===== src/rtl/acumulador_truncador_saturado_pkg.sv =====
// Shared constants and FSM encoding for the accumulate / rescale / saturate stage.
// Default word sizes match the upstream signed multiplier (ancho, dobleancho).
package acumulador_truncador_saturado_pkg;

    localparam int ANCHO_DEF      = 25;
    localparam int DOBLEANCHO_DEF = 2 * ANCHO_DEF;
    localparam int FRACCION_DEF   = 16;
    localparam int N_TERMINOS_DEF = 3;
    localparam int GUARDA_DEF     = 2;

    typedef enum logic {
        ACUM   = 1'b0,
        SALIDA = 1'b1
    } estado_t;

endpackage


===== src/rtl/acumulador_truncador_saturado_saturador_truncador.sv =====
// Combinational rescale of the wide accumulated sum: arithmetic shift by FRAC, then clamp.
// Optional macro REDONDEO_EN adds half an LSB before the shift (round half toward +inf).
module saturador_truncador #(
    parameter int ENTRADA_W = 52,
    parameter int ANCHO     = 25,
    parameter int FRAC      = 16
) (
    input  logic signed [ENTRADA_W-1:0] suma,
    output logic signed [ANCHO-1:0]     resultado,
    output logic                        desborde
);

    // One extra bit so the rounding add can never wrap.
    localparam int EXT_W = ENTRADA_W + 1;
    localparam logic signed [EXT_W-1:0] MAX_V = {{(EXT_W-ANCHO+1){1'b0}}, {(ANCHO-1){1'b1}}};
    localparam logic signed [EXT_W-1:0] MIN_V = {{(EXT_W-ANCHO+1){1'b1}}, {(ANCHO-1){1'b0}}};
`ifdef REDONDEO_EN
    localparam logic signed [EXT_W-1:0] MEDIO = {{(EXT_W-1){1'b0}}, 1'b1} << (FRAC - 1);
`endif

    logic signed [EXT_W-1:0] extendida;
    logic signed [EXT_W-1:0] desplazada;

    // NOTE: every output of a combinational block gets a default first, so no path can infer a latch.
    always_comb begin
        resultado  = '0;
        desborde   = 1'b0;
        extendida  = {suma[ENTRADA_W-1], suma};
`ifdef REDONDEO_EN
        extendida  = extendida + MEDIO;
`endif
        desplazada = extendida >>> FRAC;
        if (desplazada > MAX_V) begin
            resultado = MAX_V[ANCHO-1:0];
            desborde  = 1'b1;
        end else if (desplazada < MIN_V) begin
            resultado = MIN_V[ANCHO-1:0];
            desborde  = 1'b1;
        end else begin
            resultado = desplazada[ANCHO-1:0];
        end
    end

endmodule


===== src/rtl/acumulador_truncador_saturado.sv =====
// Accumulates N_TERMINOS signed products per output sample, rescales and saturates the sum,
// and offers it downstream with a valid/taken handshake. Rounding option: REDONDEO_EN.
module acumulador_truncador_saturado
    import acumulador_truncador_saturado_pkg::*;
#(
    parameter int ANCHO      = ANCHO_DEF,
    parameter int FRAC       = FRACCION_DEF,
    parameter int N_TERMINOS = N_TERMINOS_DEF,
    parameter int GUARDA     = GUARDA_DEF
) (
    input  logic                      clk,
    input  logic                      reset,
    input  logic signed [2*ANCHO-1:0] producto,
    input  logic                      producto_valido,
    output logic                      listo_entrada,
    output logic signed [ANCHO-1:0]   resultado,
    output logic                      resultado_valido,
    input  logic                      resultado_tomado,
    output logic                      desborde
);

    localparam int ACC_W = 2 * ANCHO + GUARDA;
    localparam int CNT_W = (N_TERMINOS > 1) ? $clog2(N_TERMINOS) : 1;
    localparam logic [CNT_W-1:0] ULTIMO = CNT_W'(N_TERMINOS - 1);

    estado_t                 estado, estado_sig;
    logic signed [ACC_W-1:0] acc;
    logic signed [ACC_W-1:0] suma;
    logic [CNT_W-1:0]        cnt;
    logic                    transferencia;
    logic                    ultimo;
    logic signed [ANCHO-1:0] res_sat;
    logic                    desb_sat;

    assign listo_entrada    = (estado == ACUM);
    assign resultado_valido = (estado == SALIDA);
    assign transferencia    = producto_valido && listo_entrada;
    assign ultimo           = (cnt == ULTIMO);
    assign suma             = acc + ACC_W'(producto);

    saturador_truncador #(
        .ENTRADA_W (ACC_W),
        .ANCHO     (ANCHO),
        .FRAC      (FRAC)
    ) u_saturador (
        .suma      (suma),
        .resultado (res_sat),
        .desborde  (desb_sat)
    );

    always_comb begin
        estado_sig = estado;
        case (estado)
            ACUM:    if (transferencia && ultimo) estado_sig = SALIDA;
            SALIDA:  if (resultado_tomado)        estado_sig = ACUM;
            default: estado_sig = ACUM;
        endcase
    end

    // NOTE: sequential state uses non-blocking assignments so every register samples pre-edge values.
    always_ff @(posedge clk) begin
        if (reset) begin
            estado    <= ACUM;
            acc       <= '0;
            cnt       <= '0;
            resultado <= '0;
            desborde  <= 1'b0;
        end else begin
            estado <= estado_sig;
            if (transferencia) begin
                if (ultimo) begin
                    acc       <= '0;
                    cnt       <= '0;
                    resultado <= res_sat;
                    desborde  <= desb_sat;
                end else begin
                    acc <= suma;
                    cnt <= cnt + CNT_W'(1);
                end
            end
            // resultado keeps its last value after the take; only the flag is per sample.
            if (resultado_valido && resultado_tomado) desborde <= 1'b0;
        end
    end

endmodule


===== config.mk =====
export PLATFORM = sky130hd
export DESIGN_NAME = acumulador_truncador_saturado
export DESIGN_NICKNAME = d
export VERILOG_FILES = /design/src/rtl/acumulador_truncador_saturado_pkg.sv /design/src/rtl/acumulador_truncador_saturado_saturador_truncador.sv /design/src/rtl/acumulador_truncador_saturado.sv
export SDC_FILE = /design/constraint.sdc
export NUM_CORES = 1
export LEC_CHECK = 0
export ABC_AREA = 1
export CORE_ASPECT_RATIO = 0.9
export CORE_MARGIN = 2
export CORE_UTILIZATION = 40
export CTS_BUF_LIST = sky130_fd_sc_hd__clkbuf_8
export CTS_CLUSTER_SIZE = 20
export DETAILED_ROUTE_END_ITERATION = 10
export GPL_ROUTABILITY_DRIVEN = 0
export PLACE_DENSITY_LB_ADDON = 0.3
export SYNTH_ARGS = -nofsm -noshare
export SYNTH_HDL_FRONTEND = slang
export SYNTH_SLANG_ARGS = --single-unit

===== constraint.sdc =====
create_clock -name clk -period 5.9 [get_ports clk]
set_input_delay 0.59 -clock clk [delete_from_list [all_inputs] [get_ports clk]]
set_output_delay 0.59 -clock clk [all_outputs]
set_load 0.01 [all_outputs]

==> flow_metrics.env <==
export IMPL_status="complete, no violations"
export IMPL_p_int_mw=1.23
export IMPL_slew_violations=0
export IMPL_wl_um=21800
export IMPL_holdPathEnd="acc[10]"
export IMPL_grt_overflow_total=0
export IMPL_ir_drop_v=0.000148
export IMPL_cts_tree="done"
export IMPL_synth_seq_cells=81
export IMPL_fmaxAchievable_mhz=258
export IMPL_yosysTopAreaCell="nand2_1"
export IMPL_die_w_um=149
export IMPL_clockPowerShare_pct=23.9
export IMPL_reg2reg_from="acc[0]"
export IMPL_cp_required_ns=6.13
export IMPL_dieArea_um2=20000
export IMPL_r2r_cells=17
export IMPL_start_util_pct=40.9
export IMPL_insertion_delay_ns=0.39
export IMPL_first_pass_iters=8
export IMPL_synth_cells=1268
export IMPL_power_switching_uw=896
export IMPL_grt_setup_unrepaired="false"
export IMPL_fin_crit_sh_pct=65.7
export IMPL_syn_to_final_growth_pct=16.5
export IMPL_fin_tns_setup_ns=0
export IMPL_cap_violations=0
export IMPL_period_minus_slack_ns=3.88
export IMPL_crit_type="in -> reg"
export IMPL_wl_per_cell_um=13.7
export IMPL_synth_warnings=0
export IMPL_max_slew_margin_pct=23.5
export IMPL_clk_transition_reported_paths_ns=0.09
export IMPL_skew_ns=0.00936
export IMPL_synth_flop_cell="dfxtp_1"
export IMPL_hp_class="reg -> reg"
export IMPL_synth_common_cells="nand2_1 (469), inv_1 (190), a21oi_1 (105)"
export IMPL_rrSetupSlack_ns=2.35
export IMPL_worstMarginPinSlew_ns=1.14
export IMPL_synth_top_area_share_pct=23.4
export IMPL_synth_most_common_cell="nand2_1"
export IMPL_p_sw_share_pct=42.2
export IMPL_crit_path_max_fanout=24
export IMPL_cts_resized=0
export IMPL_r2r_end="resultado[19]"
export IMPL_seq_power_share_pct=29.8
export IMPL_dr_total_vias=7744
export IMPL_htreeDepth=3
export IMPL_synth_edf_count=0
export IMPL_antenna_found_initial=0
export IMPL_cts_hold_buffers=0
export IMPL_cp_end_kind="flip-flop"
export IMPL_core_um2=18400
export IMPL_cp_arrival_ns=4.11
export IMPL_cts_root_buffer="clkbuf_8"
export IMPL_num_io_pins=82
export IMPL_synthTopCellsByArea="nand2_1 (23%), dfxtp_1 (22%), inv_1 (9.5%)"
export IMPL_setup_viol=0
export IMPL_fin_util_pct=47.7
export IMPL_drtAntennaViolNets=0
export IMPL_combPwrFrac_pct=46.3
export IMPL_grt_use_total_pct=22.4
export IMPL_synth_avg_cell_area_um2=5.94
export IMPL_p_leak_nw=4.34
export IMPL_die_h_um=134
export IMPL_clk_path_buf_depth=2
export IMPL_grt_pass1_wl_um=35700
export IMPL_vias_per_cell=4.88
export IMPL_remaining_drc_errors=0
export IMPL_yosysUniqueCellTypes=38
export IMPL_syn_cell_area_um2=7530
export IMPL_async_flop_share_pct=0
export IMPL_nets=1443
export IMPL_hold_viol=0
export IMPL_rows=47
export IMPL_hold_path_depth=2
export IMPL_postCtsSetupBuffers=0
export IMPL_cts_made_buffers=9
export IMPL_grt_pass1_vias=7328
export IMPL_synth_fp_nets=1374
export IMPL_drive_gt1_share_pct=10.9
export IMPL_hold_start="acc[10]"
export IMPL_port_buffer_count=81
export IMPL_grt_start_max_net_pins=58
export IMPL_cts_sinks=81
export IMPL_synth_seq_area_share_pct=21.5
export IMPL_drt_iter0_markers=658
export IMPL_power_density_nw_per_um2=242
export IMPL_antenna_cells=0
export IMPL_startpoint_type="input pin"
export IMPL_hpwl_um=17300
[worst max path at each step]
stage | start | endpoint | slack [ns] | cells past startpoint
finish | producto[0] | resultado[19] | 2.02 | 18
global route | producto[0] | resultado[19] | 1.77 | 18
CTS | producto[0] | resultado[19] | 2.08 | 18
detailed placement | producto[0] | resultado[19] | 1.67 | 18
global placement | producto[0] | resultado[19] | 1.74 | 18
floorplan | producto[0] | resultado[0] | 3.13 | 20
[worst max-delay path, stage by stage]
cell,delay [ns]
clkdlybuf4s50_1,0.46
ha_1,0.24
inv_1,0.08
fa_1,0.36
inv_1,0.09
nand2_1,0.07
nand2_1,0.08
nand3_1,0.07
nand2_1,0.15
nand3_1,0.09
nand2_1,0.20
nand3_1,0.10
nand3_1,0.21
xor2_1,0.15
nor2_1,0.15
nand2_2,0.09
a21oi_4,0.75
a21oi_1,0.15
[registers in the layout, summed over array words and instances, names as in the netlist]
name / count
acc: 52
cnt: 2
desborde: 1
resultado: 25
resultado_valido: 1
[final cells by class]
cell class	count	area, µm²
Sequential cell	81	1620
Tap cell	245	307
Clock buffer	9	124
Clock inverter	6	116
Inverter	204	768
Multi-Input combinational cell	957	5010
Fill cell	1991	9630
Timing Repair Buffer	84	828
[routing by layer]
layer,global-route usage [%],wire length [µm],up-vias
li1,-,-,4057
met3,3.54,1330,36
met2,35.1,9170,256
met5,0,0,-
met1,31.2,10800,3395
met4,7.94,474,0
[power groups by stage]
stage	clock network [mW]	logic (mW)	registers, mW
after floorplan	0	0.730	0.643
after global placement	0	0.962	0.644
after detailed placement	0	0.968	0.646
after CTS	0.523	0.974	0.633
after global routing	0.547	1.10	0.640
final	0.507	0.984	0.633
[metrics by stage]
step / power (mW) / hold WS (ns) / std cells / area (µm²) / setup WS [ns]
global route: 2.29 / 0.487 / 1586 / 8770 / 1.77
floorplan: 1.37 / 0.449 / 1268 / 7530 / 3.13
CTS: 2.13 / 0.475 / 1586 / 8770 / 2.08
global placement: 1.61 / 0.455 / 1571 / 8530 / 1.74
finish: 2.12 / 0.471 / 1586 / 8770 / 2.02
detailed placement: 1.61 / 0.462 / 1571 / 8530 / 1.67
[kinds of logic after synthesis]
logic type / count (synthesis) / synth area share (%)
simple gates: 694 / 39.8
buf+inv: 230 / 12.1
compound gates: 178 / 13.7
flops: 81 / 21.5
fa+ha+maj: 52 / 8.73
xor+xnor: 33 / 4.09
[cell usage in the layout, fill, tap and decap left out, types with 2 or more instances in the layout]
cell,instances
a31oi_1,2
o21ai_0,33
nor2_4,5
inv_2,13
xnor2_1,15
inv_1,190
a21boi_0,3
nor3_1,3
clkbuf_8,9
ha_1,51
nand2_1,468
nand4_1,15
o21bai_1,6
a21oi_1,105
bufinv_16,3
and2_1,5
nand3_2,6
xor2_1,17
nor2_2,25
a31o_2,4
a211oi_1,2
nand2_2,38
nor3_2,5
nand3_1,39
a21oi_2,20
clkinv_4,2
or2_2,6
buf_4,3
dfxtp_1,81
nor2_1,76
clkdlybuf4s50_1,80
Note: power is estimated with default switching activity, not from simulation.
